==> src/rtl/sigmoid_pkg.sv <==
// Shared types and constants for the pipelined sigmoid/tanh approximator.
package sigmoid_pkg;

   typedef enum logic {
      MODE_SIGMOID = 1'b0,
      MODE_TANH    = 1'b1
   } mode_e;

   localparam int unsigned PIPE_DEPTH = 3;
   localparam int unsigned COUNT_W    = 16;

   // Side-band flags that travel with each sample through the pipeline.
   typedef struct packed {
      logic  valid;
      mode_e mode;
      logic  neg;
      logic  sat;
   } ctl_t;

endpackage

==> src/rtl/pipelined_sigmoid_pwl_shift_unit.sv <==
// Piecewise-linear shift approximation of the sigmoid tail for a magnitude a.
module pwl_shift_unit #(
   parameter int unsigned IW = 8,
   parameter int unsigned FW = 8
) (
   input  logic [IW+FW-1:0] a,
   output logic [FW-1:0]    h
);

   localparam int unsigned W = IW + FW;
   localparam logic [FW-1:0] HALF = FW'(1) << (FW - 1);

   logic [IW-1:0] n;
   logic [FW-1:0] f;
   logic [FW-1:0] g;

   assign n = a[W-1:FW];
   assign f = a[FW-1:0];
   // f>>2 stays below HALF, so g never underflows.
   assign g = HALF - (f >> 2);
   assign h = (32'(n) > FW) ? '0 : (g >> n);

endmodule

==> src/rtl/pipelined_sigmoid.sv <==
// Three-stage sigmoid/tanh pipeline with a single global advance and output counter.
module pipelined_sigmoid
   import sigmoid_pkg::*;
#(
   parameter int unsigned IW = 8,
   parameter int unsigned FW = 8
) (
   input  logic                clk,
   input  logic                rst,
   input  logic                in_valid,
   output logic                in_ready,
   input  logic [IW+FW-1:0]    in_data,
   input  logic                in_mode,
   output logic                out_valid,
   input  logic                out_ready,
   output logic [IW+FW-1:0]    out_data,
   output logic                out_sat,
   output logic [COUNT_W-1:0]  out_count
);

   localparam int unsigned W = IW + FW;
   localparam logic [W-1:0] ONE   = W'(1) << FW;
   localparam logic [W-1:0] S_MIN = {1'b1, {(W-1){1'b0}}};
   localparam logic [W-1:0] S_MAX = {1'b0, {(W-1){1'b1}}};

   logic          advance;
   ctl_t          ctl1, ctl2;
   logic [W-1:0]  a1;
   logic [FW-1:0] h2;

   logic [W-1:0]  v_c, a_c, s_c, res_c;
   logic          dbl_sat_c, abs_sat_c;
   logic [FW-1:0] h_c;

   assign advance  = !out_valid || out_ready;
   assign in_ready = advance;

   // Stage 1: optional saturating doubling, then clamped magnitude.
   always_comb begin
      v_c       = in_data;
      dbl_sat_c = 1'b0;
      if (mode_e'(in_mode) == MODE_TANH) begin
         if (in_data[W-1] != in_data[W-2]) begin
            dbl_sat_c = 1'b1;
            v_c       = in_data[W-1] ? S_MIN : S_MAX;
         end else begin
            v_c = {in_data[W-2:0], 1'b0};
         end
      end
      abs_sat_c = (v_c == S_MIN);
      if (abs_sat_c)
         a_c = S_MAX;
      else if (v_c[W-1])
         a_c = W'(-v_c);
      else
         a_c = v_c;
   end

   pwl_shift_unit #(.IW(IW), .FW(FW)) u_pwl (
      .a (a1),
      .h (h_c)
   );

   // Stage 3: mirror for negative inputs, rescale for tanh.
   always_comb begin
      s_c   = ctl2.neg ? W'(h2) : (ONE - W'(h2));
      res_c = s_c;
      if (ctl2.mode == MODE_TANH)
         res_c = (s_c << 1) - ONE;
   end

   always_ff @(posedge clk) begin
      if (rst) begin
         ctl1      <= '0;
         ctl2      <= '0;
         a1        <= '0;
         h2        <= '0;
         out_valid <= 1'b0;
         out_sat   <= 1'b0;
         out_data  <= '0;
         out_count <= '0;
      end else begin
         if (out_valid && out_ready)
            out_count <= out_count + COUNT_W'(1);
         if (advance) begin
            ctl1.valid <= in_valid;
            ctl1.mode  <= mode_e'(in_mode);
            ctl1.neg   <= v_c[W-1];
            ctl1.sat   <= dbl_sat_c | abs_sat_c;
            a1         <= a_c;
            ctl2       <= ctl1;
            h2         <= h_c;
            out_valid  <= ctl2.valid;
            out_sat    <= ctl2.sat;
            out_data   <= res_c;
         end
      end
   end

endmodule

==> config.mk <==
export PLATFORM = sky130hd
export DESIGN_NAME = pipelined_sigmoid
export DESIGN_NICKNAME = d
export VERILOG_FILES = /design/src/rtl/sigmoid_pkg.sv /design/src/rtl/pipelined_sigmoid_pwl_shift_unit.sv /design/src/rtl/pipelined_sigmoid.sv
export SDC_FILE = /design/constraint.sdc
export NUM_CORES = 1
export LEC_CHECK = 0
export ABC_CLOCK_PERIOD_IN_PS = 2100
export CAP_MARGIN = 20
export CELL_PAD_IN_SITES_DETAIL_PLACEMENT = 1
export CELL_PAD_IN_SITES_GLOBAL_PLACEMENT = 1
export CORE_AREA = 3 3 90 126
export CTS_BUF_LIST = sky130_fd_sc_hd__clkbuf_16
export DETAILED_ROUTE_END_ITERATION = 8
export DIE_AREA = 0 0 93 129
export GPL_ROUTABILITY_DRIVEN = 0
export GPL_TIMING_DRIVEN = 0
export PLACE_DENSITY_LB_ADDON = 0.1
export SETUP_SLACK_MARGIN = 0.4
export SYNTH_ARGS = -nofsm -noshare
export SYNTH_HDL_FRONTEND = slang
export SYNTH_SLANG_ARGS = --single-unit
==> constraint.sdc <==
create_clock -name clk -period 2.1 [get_ports clk]
set_input_delay 0.315 -clock clk [delete_from_list [all_inputs] [get_ports clk]]
set_output_delay 0.315 -clock clk [all_outputs]
set_load 0.01 [all_outputs]
== After elaboration in Yosys (flattened, before gate mapping) ==
Cells that the tools add are included.
Widths: inputs -> output; s select.
Word-level totals
  memory bits (read-only): 0
  bits in writable memories: 0
  latch bits: 0
  memories: 0
  bits in registers: 66
Operators by class
  shifts and indexed selects: 1
  equality and inequality tests: 2
  div/mod/pow operators: 0
  multipliers: 0
  reduce and logical (&&, ||, !) cells: 3
  $lt $le $gt $ge: 1
  mux-type cells: 10
  bitwise gates (word level): 1
  add/sub/neg operators: 5
Operators with widths (count)
  $mux 16: 7
  $add 16x1->16 const B: 1
  $eq 16x16->1 const B: 1
  $neg 16->16: 1
  $sub 16x9->16 const B: 1
  $sub 9x8->10 const A: 1
  $gt 8x4->1 const B: 1
  $mux 8: 1
  $shr 8x8->8: 1
  $sub 8x6->8 const A: 1
  $mux 1: 2
  $logic_and 1x1->1: 1
  $logic_not 1->1: 1
  $logic_or 1x1->1: 1
  $ne 1x1->1: 1
  $or 1x1->1: 1

== Logic depth before layout (Yosys ltp) ==
Gate-level depths: netlist of the first run.
  word-level depth: 6
  mapped depth: 10
  gate-level depth less buffers: 8

== Hierarchy ==
From an unflattened synthesis of the first run, not the netlist that was laid out.
Second synthesis, totals
  cell total of the unflattened synthesis: 496
  area, all modules: 3726.1 um^2
By module, submodules not included
  pipelined_sigmoid: times used 1, area each 3256.9 um^2, cells each 418, seq. area each 1221.2 um^2
  pwl_shift_unit: times used 1, area each 469.2 um^2, cells each 78, seq. area each 0.0 um^2

== Worst setup path before layout of the first run ==
OpenSTA, ideal clock, no wires.
  path kind: input port to flip-flop
  start point: input in_data[14]
  end point: register a1[3]
  stages on the path: 8
  slack: -0.147 ns
  buffers on the path: 1
  data required time: 2.014 ns
  arrival: 2.161 ns
  cells stage by stage: inv_1 > ha_1 > nand2b_1 > a211oi_2 > o21ai_1 > o41a_1 > buf_4 > a221oi_2
Between the ends
  longest elaborated chain between the ends: 6
RTL lines
  start: declaration: line pipelined_sigmoid.sv:12  | input logic [IW+FW-1:0] in_data,
  $ne 1x1->1: line pipelined_sigmoid.sv:43  | if (in_data[W-1] != in_data[W-2]) begin
  $mux 16: line pipelined_sigmoid.sv:43
  $mux 16 *: line pipelined_sigmoid.sv:42  | if (mode_e'(in_mode) == MODE_TANH) begin
  $neg 16->16: line pipelined_sigmoid.sv:54  | a_c = W'(-v_c);
  $mux 16: line pipelined_sigmoid.sv:53  | else if (v_c[W-1])
  $mux 16 *: line pipelined_sigmoid.sv:51  | if (abs_sat_c)
  end signal: assignment: line pipelined_sigmoid.sv:76  | a1 <= '0;
  end signal: assignment: line pipelined_sigmoid.sv:90  | a1 <= a_c;
  end: declaration: line pipelined_sigmoid.sv:28  | logic [W-1:0] a1;
Mark *: on every way between the ends. The rest lies on a longest branch, timed or not.
A chain may end at the register's enable or synchronous reset.

== Worst setup path in the final report of the first run ==
  start point: register a1[4]
  end point: register h2[1]
Between the ends
  longest elaborated chain between the ends: 3
RTL lines
  $sub 8x6->8: line pipelined_sigmoid_pwl_shift_unit.sv:20  | assign g = HALF - (f >> 2);
  $shr 8x8->8: line pipelined_sigmoid_pwl_shift_unit.sv:21  | assign h = (32'(n) > FW) ? '0 : (g >> n);
  $mux 8: line pipelined_sigmoid_pwl_shift_unit.sv:21
  end signal: assignment: line pipelined_sigmoid.sv:77  | h2 <= '0;
  end signal: assignment: line pipelined_sigmoid.sv:92  | h2 <= h_c;
  end: declaration: line pipelined_sigmoid.sv:29  | logic [FW-1:0] h2;
Every way passes these cells.

==> results of run 1 <==
==> cell usage in the layout (no fill, tap or decap), types with 4 or more instances in the layout <==
| cell | Yosys | routed |
|---|---|---|
| o21ai_0 | 21 | 18 |
| dfxtp_2 | 0 | 7 |
| nor2_1 | 59 | 56 |
| clkdlybuf4s50_1 | 0 | 43 |
| nor2b_1 | 10 | 8 |
| a21o_1 | 4 | 4 |
| clkbuf_2 | 0 | 8 |
| or3_1 | 11 | 9 |
| and3_1 | 5 | 5 |
| nand2_1 | 40 | 40 |
| mux2i_1 | 13 | 13 |
| nand4_1 | 6 | 6 |
| or4_4 | 0 | 4 |
| buf_6 | 1 | 11 |
| a31oi_1 | 4 | 4 |
| inv_1 | 11 | 10 |
| dlygate4sd2_1 | 0 | 7 |
| clkbuf_1 | 23 | 12 |
| nand3_1 | 7 | 6 |
| a211oi_1 | 11 | 6 |
| xnor2_1 | 14 | 14 |
| nor3_1 | 21 | 17 |
| dfxtp_1 | 59 | 51 |
| clkbuf_16 | 0 | 10 |
| a221oi_2 | 4 | 4 |
| ha_1 | 7 | 5 |
| xor2_1 | 13 | 13 |
| a21oi_1 | 43 | 41 |
| buf_4 | 7 | 34 |
| a211oi_2 | 2 | 6 |
| nand2b_1 | 13 | 11 |
==> worst reg2reg max path, stage by stage, from the launching register on <==
cell,delay (ns)
dfxtp_2,0.31
buf_6,0.10
buf_4,0.12
buf_6,0.11
or4_4,0.49
a21oi_4,0.17
o2bb2ai_2,0.08
a22o_1,0.27
a22oi_2,0.22
o21ai_2,0.09
==> final cells by class <==
class                      instances  area share
inverter                          12      0.0121
buffer                            39      0.0489
clock inverter                     7      0.0128
sequential                        59       0.222
clock buffer                       9      0.0419
tap                              138      0.0321
timing repair buffer              87       0.152
multi-input combinational        363       0.479
==> path summary, 6_finish.rpt <==
kind,from,to,slack (ns),depth (start not counted)
max reg2reg,a1[4],h2[1],-0.0005,9
max,a1[4],h2[1],-0.0005,9
min,ctl2[0],ctl2[0],0.46,2
min reg2reg,ctl2[0],ctl2[0],0.46,2
==> kinds of logic (layout without fill, tap and decap cells) <==
kind of cell               count (synthesis)  after routing  synth area share
muxes                                     13             13            0.0356
buffers and inverters                     51            154            0.0634
AOI/OAI and AO/OA                        125            125             0.233
DFF                                       59             59             0.324
adders and majority gates                  7              7            0.0240
and+or+nand+nor                          191            191             0.256
xor gates and xnor gates                  27             27            0.0648
==> sequential cells by signal, indices dropped and copies added, names as in the netlist <==
register   count
h2             8
out_sat        1
ctl2           4
ctl1           4
out_valid      1
out_data      11
out_count     16
a1            14
==> cells in the mapped netlist, types with 2 or more instances <==
master     n
a211oi_1  11
a211oi_2   2
a21o_1     4
a21oi_1   43
a221oi_2   4
a22o_1     2
a22oi_1    4
a31oi_1    4
and3_1     5
buf_1      3
buf_2      5
buf_4      7
clkbuf_1  23
dfxtp_1   59
ha_1       7
inv_1     11
mux2i_1   13
nand2_1   40
nand2b_1  13
nand3_1    7
nand4_1    6
nor2_1    59
nor2b_1   10
nor3_1    21
nor3b_1    6
nor4_1     4
nor4b_1    3
o211ai_1   2
o21ai_0   21
o21ai_1    2
o21bai_1   2
o22ai_1    2
o31a_1     2
o31ai_1    3
or3_1     11
or4_1      4
xnor2_1   14
xor2_1    13
==> metal layers <==
metal	up-vias	routed length, µm	track usage
met5	-	0	0
met4	0	255	0.0828
met3	22	328	0.0310
met2	67	6900	0.422
met1	1860	4550	0.202
li1	1885	-	-
==> per-stage QoR <==
step	power [mW]	instance area, µm²
5_1_grt	4.25	5380
6_report	4.04	5380
3_5_place_dp	2.39	4500
2_1_floorplan	2.05	3800
4_1_cts	3.97	5130
3_3_place_gp	2.36	4500
==> power groups by stage <==
stage / logic, mW / registers, mW / clock network [mW]
after floorplan: 0.734 / 1.31 / 0
after global placement: 1.05 / 1.31 / 0
after detailed placement: 1.07 / 1.32 / 0
after CTS: 1.20 / 1.30 / 1.48
after global routing: 1.40 / 1.32 / 1.53
final: 1.28 / 1.30 / 1.45
==> what timing repair did <==
action | in CTS | in global routing
buffers inserted | 17 | 15
gates cloned | 2 | 0
gates resized for setup | 77 | 45
hold buffers | 0 | 0
endpoints found under the setup margin | 55 | 34
pin swaps | 22 | 21
==> impl_metrics.json, run 1 <==
{
  "outcome": "complete, but fails checks",
  "failed_checks": "setup timing",
  "post_synth_inst_count": 473,
  "finalSetupViolations": 1,
  "initial_core_util": 0.353,
  "fin_setup_tns_ns": -0.000455,
  "clkLatencyLatePin_ns": 0.33,
  "final_net_count": 599,
  "endpoint_kind": "register",
  "pwr_density_cell_nw_per_um2": 751,
  "finalWorstSetupSlack_ns": -0.000455,
  "floorplan.die_area_um2": 12000,
  "peakVddDrop_mv": 0.390,
  "grt_remaining_overflow": 0,
  "cp-start-kind": "register",
  "timing.critical_path.buf_inv": 3,
  "die-width_um": 93,
  "footprint_of_the_flip_flops_and_latches_um2": 1190,
  "viasPerCell": 5.37,
  "timing.critical_path.required_ns": 2.29,
  "ys_warn_count": 0,
  "worst_clock_skew_ns": 0.00280,
  "netlist_area_um2": 3650,
  "synth.net_count": 501,
  "drcViolationCount": 0,
  "total_of_max_cap_violations": 0,
  "area_used_by_multi_input_combinational_logic_um2": 2570,
  "synth-async-reset-ratio": 0,
  "grt_max_degree": 12,
  "cts_buffers": 9,
  "grt_pass1_wl_um": 19800,
  "core_area_um2": 10300,
  "hpwlAfterDp_um": 8790,
  "synth_top_area_cell": "dfxtp_1",
  "1st_iter_drt_viols": 99,
  "power.switching_fraction": 0.318,
  "place.port_buffers": 53,
  "drive_above_1_share": 0.257,
  "worst_slew_margin_rel": 0.473,
  "synth_sequential_area_ratio": 0.324,
  "seq_power_share": 0.322,
  "nFillCells": 1254,
  "antenna_left": 0,
  "cp_cell_sequence": "buf_6 -> buf_4 -> buf_6 -> or4_4 -> a21oi_4 -> o2bb2ai_2 -> a22o_1 -> a22oi_2 -> o21ai_2",
  "globalRouteTotalUtil": 0.207,
  "netlist_top_cells_area": "dfxtp_1 (32%), nor2_1 (6.1%), a21oi_1 (5.9%)",
  "grt_pass1_vias": 4051,
  "tritoncts_clock_tree": "done",
  "drt_pass1_iterations": 6,
  "final-max-slew-violation-count": 0,
  "synth_enable_flop_cells": 0,
  "routed_wl_um": 12000,
  "timing.final.crit_share": 1.00,
  "unrepaired_setup_endpoints_after_global_routing": "yes",
  "layout.core_utilization": 0.519,
  "vias": 3834,
  "internal_power_mw": 2.76,
  "ctsRootBufferMaster": "clkbuf_16",
  "rows": 44,
  "crit_family": "compound AO/OA/AOI/OAI gates",
  "timing_worst_slew_pin_value_ns": 0.790,
  "postSynth.topFlopCell": "dfxtp_1",
  "layout_min_cycle_time_ns": 2.10,
  "upper_clock_frequency_limit_mhz": 476,
  "routed_wire_length_per_instance_um": 16.9,
  "finalNonFillerCells": 714,
  "hold_ws_ns": 0.460,
  "cp_data_arrival_time_ns": 2.29,
  "worstHoldPathType": "register to register",
  "worst_setup_hold_path_clk_slew_ns": 0.05,
  "synth_cell_type_count": 59,
  "critical_path.slowest_cell": "or4_4",
  "antennaDiodeCount": 0,
  "p_leak_nw": 2.02,
  "syn_area_per_cell_um2": 7.72,
  "dp_worst_setup_slack_ns": -0.947,
  "synth.top_cell.area_share": 0.324,
  "critPathMaxStageDelay_ns": 0.49,
  "report.final.hold_viol_count": 0,
  "power_frac_comb": 0.318,
  "dp.cells": 664,
  "peak_fanout_along_the_critical_path": 3,
  "synth_seq_cells": 59,
  "clock_buffer_depth": 2,
  "flow.area_growth_from_synthesis_pct": 47.3,
  "p_switching_mw": 1.28,
  "deepest_level_of_the_cts_h_tree": 3,
  "vertical_die_dimension_um": 129,
  "cpMostUsedCell": "buf_6",
  "power_frac_clock": 0.360,
  "clock_net_sink_count": 59,
  "worstSetupPathType": "register to register",
  "grt_antenna_before_repair": 0,
  "top_level_ports": 56
}
Power figures use the tool's default switching activity.
==> run 2: changes to the inputs <==
--- a/config.mk
+++ b/config.mk
@@ -5,18 +5,19 @@
 export SDC_FILE = /design/constraint.sdc
 export NUM_CORES = 1
 export LEC_CHECK = 0
-export ABC_CLOCK_PERIOD_IN_PS = 2100
+export ABC_CLOCK_PERIOD_IN_PS = 2300
 export CAP_MARGIN = 20
 export CELL_PAD_IN_SITES_DETAIL_PLACEMENT = 1
 export CELL_PAD_IN_SITES_GLOBAL_PLACEMENT = 1
-export CORE_AREA = 3 3 90 126
+export CORE_AREA = 3 3 85 120
 export CTS_BUF_LIST = sky130_fd_sc_hd__clkbuf_16
 export DETAILED_ROUTE_END_ITERATION = 8
-export DIE_AREA = 0 0 93 129
+export DIE_AREA = 0 0 88 123
 export GPL_ROUTABILITY_DRIVEN = 0
 export GPL_TIMING_DRIVEN = 0
 export PLACE_DENSITY_LB_ADDON = 0.1
 export SETUP_SLACK_MARGIN = 0.4
+export SLEW_MARGIN = 20
 export SYNTH_ARGS = -nofsm -noshare
 export SYNTH_HDL_FRONTEND = slang
 export SYNTH_SLANG_ARGS = --single-unit
==> constraint.sdc (replaced) <==
create_clock -name clk -period 2.3 [get_ports clk]
set_input_delay 0.345 -clock clk [delete_from_list [all_inputs] [get_ports clk]]
set_output_delay 0.345 -clock clk [all_outputs]
set_load 0.01 [all_outputs]
==> run 2 against run 1 <==
The run now ends clean; cell area barely moved; die area fell by 9.8%; register-to-register slack improved by 0.26 ns; via count rose by 2.8%; critical path depth fell by 1; final cell count fell by 3.9%; highest routed layer unchanged.
==> impl_metrics.json, run 2 (synthesis results as in run 1) <==
{
  "hpwlAfterDp_um": 8470,
  "ctsRootBufferMaster": "clkbuf_16",
  "fin_setup_tns_ns": 0,
  "timing.critical_path.required_ns": 2.56,
  "tritoncts_clock_tree": "done",
  "top_level_ports": 56,
  "outcome": "completed",
  "vertical_die_dimension_um": 123,
  "routed_wl_um": 12500,
  "finalNonFillerCells": 686,
  "viasPerCell": 5.74,
  "vias": 3941,
  "clock_net_sink_count": 59,
  "finalSetupViolations": 0,
  "floorplan.die_area_um2": 10800,
  "hold_ws_ns": 0.456,
  "layout_top_registers": "out_count: 16 flops, a1: 14 flops, out_data: 11 flops",
  "1st_iter_drt_viols": 124,
  "seq_power_share": 0.319,
  "nFillCells": 1098,
  "power_mw": 3.74,
  "peak_fanout_along_the_critical_path": 5,
  "grt_pass1_vias": 4076,
  "r2r-start": "a1[4]",
  "endpoint_kind": "register",
  "timing.final.crit_share": 0.888,
  "power.switching_fraction": 0.323,
  "flow.area_growth_from_synthesis_pct": 47.4,
  "hp-start": "ctl1[3]",
  "worstHoldPathType": "register to register",
  "timing.reg2reg.worst_path_depth": 8,
  "place.port_buffers": 53,
  "rows": 42,
  "timing_worst_slew_pin_value_ns": 0.765,
  "hold-path-endpoint": "ctl1[3]",
  "final-max-slew-violation-count": 0,
  "critPathMaxStageDelay_ns": 0.47,
  "clkLatencyLatePin_ns": 0.33,
  "number_of_cells_on_the_worst_hold_path": 2,
  "p_leak_nw": 2.04,
  "total_of_max_cap_violations": 0,
  "p_switching_mw": 1.21,
  "cpMostUsedCell": "buf_6",
  "cp-start-kind": "register",
  "worst_setup_hold_path_clk_slew_ns": 0.05,
  "grt_antenna_before_repair": 0,
  "unrepaired_setup_endpoints_after_global_routing": "yes",
  "footprint_of_the_flip_flops_and_latches_um2": 1180,
  "die-width_um": 88,
  "peakVddDrop_mv": 0.336,
  "power_frac_comb": 0.331,
  "worst_clock_skew_ns": 0.00304,
  "grt_remaining_overflow": 0,
  "upper_clock_frequency_limit_mhz": 489,
  "worst_slew_margin_rel": 0.490,
  "drive_above_1_share": 0.241,
  "worstSetupPathType": "register to register",
  "deepest_level_of_the_cts_h_tree": 3,
  "drt_pass1_iterations": 4,
  "worst-r2r-setup-slack_ns": 0.26,
  "dp.cells": 636,
  "layout.core_utilization": 0.578,
  "antenna_left": 0,
  "drcViolationCount": 0,
  "worstReg2RegEnd": "h2[0]",
  "cp_data_arrival_time_ns": 2.30,
  "critical_path.slowest_cell": "or4_4",
  "globalRouteTotalUtil": 0.233,
  "clock_buffer_depth": 2,
  "final_net_count": 599,
  "cp_cell_sequence": "buf_6 -> or4_4 -> buf_6 -> nor4b_2 -> o21ai_1 -> o2111a_2 -> nand2b_1 -> a21oi_1",
  "crit_family": "simple AND/OR/NAND/NOR gates",
  "area_used_by_multi_input_combinational_logic_um2": 2650,
  "initial_core_util": 0.393,
  "internal_power_mw": 2.53,
  "report.final.hold_viol_count": 0,
  "cts_buffers": 9,
  "core_area_um2": 9300,
  "antennaDiodeCount": 0,
  "grt_max_degree": 11,
  "max_ffs_per_register": 16,
  "most_frequent_cells_in_the_layout": "nor2_1 (57), dfxtp_1 (57), clkdlybuf4s50_1 (42)",
  "routed_wire_length_per_instance_um": 18.3,
  "register_with_the_most_flip_flops": "out_count",
  "layout_min_cycle_time_ns": 2.04,
  "pwr_density_cell_nw_per_um2": 695,
  "timing.critical_path.buf_inv": 2,
  "grt_pass1_wl_um": 19500,
  "power_frac_clock": 0.350
}
[run 2: cell types whose count changed in the layout (fill, tap and decap cells not counted), moves of 3 or more]
cell,change
dfxtp_1,+6
dfxtp_2,-5
buf_2,+4
buf_6,-4
clkinv_1,+4
buf_4,+3
clkbuf_1,+3
clkbuf_2,-3
dlymetal6s2s_1,+3
o21ai_1,+3
[run 2: worst register-to-register path, cell delays in order, from the launching register on]
cell and delay, ns:
dfxtp_2 0.31, buf_6 0.11, or4_4 0.47, buf_6 0.15, nor4b_2 0.26, o21ai_1 0.13, o2111a_2 0.23, nand2b_1 0.18
a21oi_1 0.14
[run 2: area by class of cell]
class | instances | area share
sequential | 59 | 0.220
tap | 110 | 0.0256
clock inverter | 7 | 0.0109
inverter | 12 | 0.0116
buffer | 39 | 0.0453
timing repair buffer | 87 | 0.153
clock buffer | 9 | 0.0419
multi-input combinational | 363 | 0.492
[run 2: per-layer routing]
layer | up-vias | track usage | share of wire
met4 | 0 | 0.144 | 0.044
met2 | 101 | 0.455 | 0.57
met1 | 1925 | 0.218 | 0.35
met3 | 40 | 0.0373 | 0.030
met5 | - | 0 | 0
li1 | 1875 | - | -
[run 2: what timing repair did]
item                       4_1_cts  5_1_grt
hold endpoints to repair         0        0
resized for setup               83       33
setup buffers                   27        5
setup endpoints to repair       40       32
pin swaps                       23       15
cloned                           2        0
hold buffers                     0        0
[run 2: worst max path at each step]
stage	startpoint	endpoint	slack [ns]	cells past startpoint
2_1_floorplan	in_data[14]	a1[3]	0.28	9
3_3_place_gp	in_data[14]	a1[13]	-0.75	10
3_5_place_dp	in_data[14]	a1[4]	-0.78	10
4_1_cts	a1[4]	h2[2]	0.24	8
5_1_grt	a1[4]	h2[7]	0.19	8
6_report	a1[4]	h2[0]	0.26	8
[run 2: power groups by stage]
| stage | sequential (mW) | clock [mW] | combinational [mW] |
|---|---|---|---|
| floorplan | 1.20 | 0 | 0.660 |
| global placement | 1.20 | 0 | 0.932 |
| detailed placement | 1.20 | 0 | 0.962 |
| CTS | 1.19 | 1.33 | 1.13 |
| global route | 1.20 | 1.37 | 1.34 |
| finish | 1.19 | 1.31 | 1.24 |
[run 2: through the flow]
stage	cell area (µm²)	setup slack [ns]
6_report	5380	0.257
4_1_cts	5200	0.238
3_3_place_gp	4450	-0.745
5_1_grt	5380	0.191
3_5_place_dp	4450	-0.777
2_1_floorplan	3780	0.284
